`src/rtl/ad5601_writer.sv`:
```
// Parallel write controller for NUMDACS AD5601 DACs sharing SYNC/SCLK, one DIN per DAC.
// Each request becomes a 16-bit frame {PD1:PD0, code, 6'b0}, shifted MSB first into every DAC at once.
module ad5601_writer #(
    parameter int SYSCLK_FREQ = 100_000_000,
    parameter int SPI_FREQ    = 10_000_000,
    parameter int NUMDACS     = 4
) (
    input  logic                    sclk,
    input  logic                    rstn,
    input  logic                    inValid,
    output logic                    inReady,
    input  logic [NUMDACS-1:0][7:0] inData,
    input  logic [1:0]              pdMode,
    output logic                    done,
    output logic                    sync,
    output logic                    dclk,
    output logic [NUMDACS-1:0]      din,
    output logic [1:0]              state_dbg
);

    localparam int CLKDIV = SYSCLK_FREQ / (2 * SPI_FREQ);
    localparam int DW     = (CLKDIV > 1) ? $clog2(CLKDIV) : 1;
    localparam logic [DW-1:0] DIV_LAST = DW'(CLKDIV - 1);

    if (CLKDIV < 1) begin : g_bad_clkdiv
        $fatal(1, "ad5601_writer: SPI_FREQ too high for SYSCLK_FREQ (CLKDIV < 1)");
    end
    if (SPI_FREQ > 30_000_000) begin : g_bad_spi_freq
        $fatal(1, "ad5601_writer: SPI_FREQ exceeds the 30 MHz AD5601 limit");
    end

    // Handshake: a request is taken on any sclk edge where inValid && inReady;
    // inReady is high only in IDLE and inValid outside IDLE is dropped, never queued.
    typedef enum logic [1:0] {IDLE = 2'd0, SETUP = 2'd1, SHIFT = 2'd2, GAP = 2'd3} state_t;

    state_t                    state, state_next;
    logic [DW-1:0]             div_cnt, div_next;
    logic [3:0]                bit_cnt, bit_next;
    logic                      phase, phase_next;   // 0 = dclk low half, 1 = dclk high half
    logic [NUMDACS-1:0][15:0]  shreg, shreg_next;
    logic                      sync_next, dclk_next, done_next;
    logic                      div_last;

    assign div_last  = (div_cnt == DIV_LAST);
    assign inReady   = (state == IDLE);
    assign state_dbg = state;

    always_comb begin
        for (int i = 0; i < NUMDACS; i++) begin
            din[i] = shreg[i][15];
        end
    end

    always_ff @(posedge sclk or negedge rstn) begin
        if (!rstn) begin
            state   <= IDLE;
            div_cnt <= '0;
            bit_cnt <= '0;
            phase   <= 1'b0;
            shreg   <= '0;
            sync    <= 1'b1;
            dclk    <= 1'b1;
            done    <= 1'b0;
        end else begin
            state   <= state_next;
            div_cnt <= div_next;
            bit_cnt <= bit_next;
            phase   <= phase_next;
            shreg   <= shreg_next;
            sync    <= sync_next;
            dclk    <= dclk_next;
            done    <= done_next;
        end
    end

    always_comb begin
        state_next = state;
        case (state)
            IDLE:    if (inValid) state_next = SETUP;
            SETUP:   if (div_last) state_next = SHIFT;
            SHIFT:   if (div_last && phase && (bit_cnt == 4'd15)) state_next = GAP;
            GAP:     if (div_last) state_next = IDLE;
            default: state_next = IDLE;
        endcase
    end

    // Computes the next value of every registered output and counter, so the
    // pins never see a combinational path from the inputs.
    always_comb begin
        div_next   = '0;
        bit_next   = bit_cnt;
        phase_next = phase;
        shreg_next = shreg;
        if ((state != IDLE) && !div_last) begin
            div_next = div_cnt + DW'(1);
        end
        case (state)
            IDLE: begin
                bit_next   = '0;
                phase_next = 1'b0;
                if (inValid) begin
                    for (int i = 0; i < NUMDACS; i++) begin
                        shreg_next[i] = {pdMode, inData[i], 6'b000000};
                    end
                end
            end
            SHIFT: begin
                if (div_last) begin
                    phase_next = ~phase;
                    // The next bit appears on the rising dclk, half a period before the DAC samples it.
                    if (!phase) begin
                        for (int i = 0; i < NUMDACS; i++) begin
                            shreg_next[i] = {shreg[i][14:0], 1'b0};
                        end
                    end else begin
                        bit_next = bit_cnt + 4'd1;
                    end
                end
            end
            default: begin
            end
        endcase
        sync_next = !((state_next == SETUP) || (state_next == SHIFT));
        dclk_next = !((state_next == SHIFT) && !phase_next);
        done_next = (state_next == GAP) && (div_next == DIV_LAST);
    end

endmodule
```
`config.mk`:
```
export PLATFORM = sky130hd
export DESIGN_NAME = ad5601_writer
export DESIGN_NICKNAME = d
export VERILOG_FILES = /design/src/rtl/ad5601_writer.sv
export SDC_FILE = /design/constraint.sdc
export NUM_CORES = 1
export LEC_CHECK = 0
export BUFFER_PORTS_ARGS = -buffer_cell sky130_fd_sc_hd__buf_4
export CORE_MARGIN = 2
export CORE_UTILIZATION = 40
export CTS_BUF_LIST = sky130_fd_sc_hd__clkbuf_4 sky130_fd_sc_hd__clkbuf_8
export DETAILED_ROUTE_END_ITERATION = 7
export SETUP_SLACK_MARGIN = 0.15
export SLEW_MARGIN = 20
export SYNTH_ARGS = -nofsm -noshare
export SYNTH_HDL_FRONTEND = slang
export SYNTH_SLANG_ARGS = --single-unit
```
`constraint.sdc`:
```
create_clock -name sclk -period 2.7 [get_ports sclk]
set_input_delay 0.54 -clock sclk [delete_from_list [all_inputs] [get_ports sclk]]
set_output_delay 0.54 -clock sclk [all_outputs]
set_load 0.05 [all_outputs]
```
After elaboration in Yosys (flattened, before gate mapping)

Cells that the tools add are included.

Register bits after elaboration: 77
Input bits: 37
Output and inout port bits: 10
Word-level logic and storage cells: 57

Add/subtract/negate cells: 2
Equal/unequal tests: 13
Multiplexer cells: 15
Bitwise logic cells: 1
Reduce and logical (&&, ||, !) cells: 15

Operators by type and width:

| kind                  | count |
|---|---|
| $mux W64              | 3 |
| $pmux W64 S2          | 1 |
| $eq A2 B2 Y1 const B  | 4 |
| $mux W2               | 4 |
| $mux W4               | 2 |
| $ne A2 B2 Y1 const B  | 4 |
| $pmux W2 S4           | 1 |
| $pmux W4 S2           | 1 |
| $eq A3 B3 Y1 const B  | 2 |
| $logic_and A1 B1 Y1   | 5 |
| $add A4 B1 Y4 const B | 1 |
| $eq A2 B1 Y1 const B  | 2 |
| $eq A4 B4 Y1 const B  | 1 |
| $logic_not A1 Y1      | 4 |
| $reduce_and A4 Y1     | 1 |
| $reduce_bool A2 Y1    | 2 |
| $add A3 B1 Y3 const B | 1 |
| $mux W3               | 1 |
| $reduce_and A3 Y1     | 1 |
| $logic_not A2 Y1      | 1 |
| $pmux W1 S2           | 1 |
| $logic_or A1 B1 Y1    | 1 |
| $mux W1               | 1 |
| $not A1 Y1            | 1 |

Logic depth before layout (Yosys ltp)

Depth after elaboration: 8
Depth in mapped cells: 10
Depth with buffers taken out: 10

Worst setup path before layout

OpenSTA, ideal clock, no wires.

Path kind: reg2out
Start: reg state[0], in the netlist state_dbg[0]
End: out inReady
Arrival time: 1.609 ns
Data required time: 2.160 ns
Setup slack: 0.551 ns
Cell stages (with the launch flop): 3
Cell sequence: dfrtp_1 -> clkbuf_1 -> nor2_1

Cells in the longest elaborated chain, start to end: 1

RTL lines:

| what                   | line | text |
|---|---|---|
| start, declared        | 36   | `state_t state, state_next;` |
| start signal, assigned | 65   | `state <= state_next;` |
| $logic_not A2 Y1       | 45   | `assign inReady = (state == IDLE);` |
| end, declared          | 11   | `output logic inReady,` |

Every way passes these cells.

Worst setup path in the final report

Ends and elaborated chain as after synthesis.

==> out/metrics.cfg <==
[pwr]
vdd_drop_max_uv=491
power_density_mw_per_mm2=1110
leakagePower_nw=1.39

[clock_network]
cts_tree=built
cts_resized=0
cts_buffers=5
post-cts-setup-buffer-count=0
clk_latency_ps=300
cts_hold_buffers=0
clock_sinks=53
htree_levels=2
clockRootBuffer=clkbuf_8
cts.path.max_buffers=2
cts.clk_slew.worst_paths_ps=90

[status]
status=completed

[route]
vias=1661
drtIter0Drc=110
wl_um=4670
ant_nets=0
dr.pass1.iters=2
vias_per_cell=5.08
wl_per_cell_um=14.3
route.detailed.drc=0

[place]
hpwl_um=3110
gp_congestion=0.802
portBuffers=46

[run]
max_cap_violations=0

[setup_path]
start_kind=flip-flop
critPathCaptureType=output port
timing.rr.start=div_cnt[0]$_DFF_PN0_
worstPathArrival_ps=1590
reg2reg_slack_ps=740
r2r_end=done$_DFF_PN0_
required_ps=2160
timing.critical_path.from=state_dbg[0]$_DFF_PN0_
r2r_cells=10
crit_type=flip-flop to output port
crit_path_max_fanout=17
crit_path_end=inReady

[floorplanning]
coreArea_sq_mm=0.00639
initial_core_util_pct=41.5
dieArea_sq_mm=0.00730
rows=29
die_x_um=85.4
die_y_um=85.4
ios=47

[sta]
finalSetupViolCount=0
period_needed_ps=2130
worst_hold_slack_ps=255
report.final.slew_viol_count=0
slew_headroom_pct=54.9
rsz0062_at_grt=false
hold_viol_final=0
fin_crit_sh_pct=79.0
finClkSkew_ps=3.33
tns_ps=0
timing.fmax_ghz=0.469
worstMarginPinSlew_ps=676

[global_route]
grt_pass1_vias=1715
track_usage_pct=14.0
grt_max_degree=54
grt_pass1_wl_um=8160
antenna_found_initial=0
grt_remaining_overflow=0

[yosys]
synth.distinct_cells=36
synth_flop_cell=dfrtp_1
synth_area_leaders=dfrtp_1 48%, mux2_2 23%, mux2i_1 3.4%
synth_cells=208
synth-warning-count=0
synth_top_cell_by_area=dfrtp_1
syn_avg_cell_area_sq_um=12.8
synth_top_area_share_pct=48.1
synth_most_common_cell=mux2_2
syn_area_sq_mm=0.00265
synth_edf_count=0
ys_top_cells_by_count=53 x mux2_2, 51 x dfrtp_1, 11 x inv_1
ys_ff_latch=53
ys_seq_area_share_pct=50.1
synth-async-reset-ratio_pct=100
synth_nets=251

[min_path]
hp-class=input pin to asynchronous set/reset pin

[cells_and_area]
multi_input_area_sq_mm=0.00117
drive_gt1_share_pct=47.2
diodes=0
nets=292
fill_cells=619
register_area_sq_mm=0.00133
syn_to_final_growth_pct=17.0

how the worst min path moves through the flow:
stage                     startpoint                     end  slack (ps)  depth (start not counted)
6_report                        rstn   shreg[40]$_DFFE_PN0P_         250                          1
2_1_floorplan                   rstn  bit_cnt[0]$_DFFE_PN0P_         240                          0
3_5_place_dp   shreg[22]$_DFFE_PN0P_   shreg[22]$_DFFE_PN0P_         480                          1
3_3_place_gp   shreg[25]$_DFFE_PN0P_   shreg[25]$_DFFE_PN0P_         470                          1
4_1_cts                         rstn    shreg[7]$_DFFE_PN0P_         290                          1
5_1_grt                         rstn   shreg[40]$_DFFE_PN0P_         320                          1
power breakdown:
part / switching, W / leakage, nW / internal (W)
combinational: 0.000741 / 0.710 / 0.000800
clock: 0.000257 / 0.0484 / 0.000191
sequential: 0.000260 / 0.630 / 0.00118
total: 0.00126 / 1.39 / 0.00217
sequential cells by signal, indices dropped and copies added, names as in the netlist:
register and flops:
bit_cnt 4, dclk 1, din 4, div_cnt 3, done 1, phase 1
shreg 36, state_dbg 2, sync 1
cell type report:
cell class	instances	area share (%)
flip-flops and latches	53	42.8
multi-input cells	129	37.7
clock buffers	6	2.46
well taps	77	3.10
clock inverters	2	0.322
inverters	11	1.33
repair buffers	49	12.3
worst max-delay path, stage by stage, from the launching register on:
cell	delay, ps
dfrtp_1	600
nor2_1	420
buf_4	280
routing by layer:
metal  wire (um)  vias up  global-route usage, %
met1        2130      814                   18.7
met2        2230       27                   22.1
met5           0        -                      0
met3         233        6                   4.28
met4          68        0                   4.33
li1            -      814                      -
stage by stage:
stage,power [W],std cells,utilization (%),cell area (sq um),worst slack [ps]
after floorplan,0.00271,208,-,2650,551
after global placement,0.00298,319,47.3,3020,805
after detailed placement,0.00302,319,47.3,3020,756
after CTS,0.00349,327,48.6,3100,533
after global routing,0.00369,327,48.6,3100,416
final,0.00343,327,48.6,3100,566
cells in the final DEF (no fill, tap or decap), drive strengths merged, types with 3 or more instances in the layout:
master and instances:
mux2i 9, mux2 56, nor2b 3, nand3 5
nor2 3, nand2 9, inv 11, nand4b 3
clkbuf 6, a22o 5, ha 6, dfrtp 51
a21oi 11, buf 49
kinds of logic after synthesis:
logic type | Yosys count | synth area share (%)
AOI/OAI and AO/OA | 24 | 6.46
xor gates and xnor gates | 1 | 0.330
adders and majority gates | 6 | 2.83
buffers and inverters | 26 | 5.80
DFF | 53 | 50.1
muxes | 65 | 27.5
and+or+nand+nor | 33 | 7.03
(Power assumes the default switching activity.)
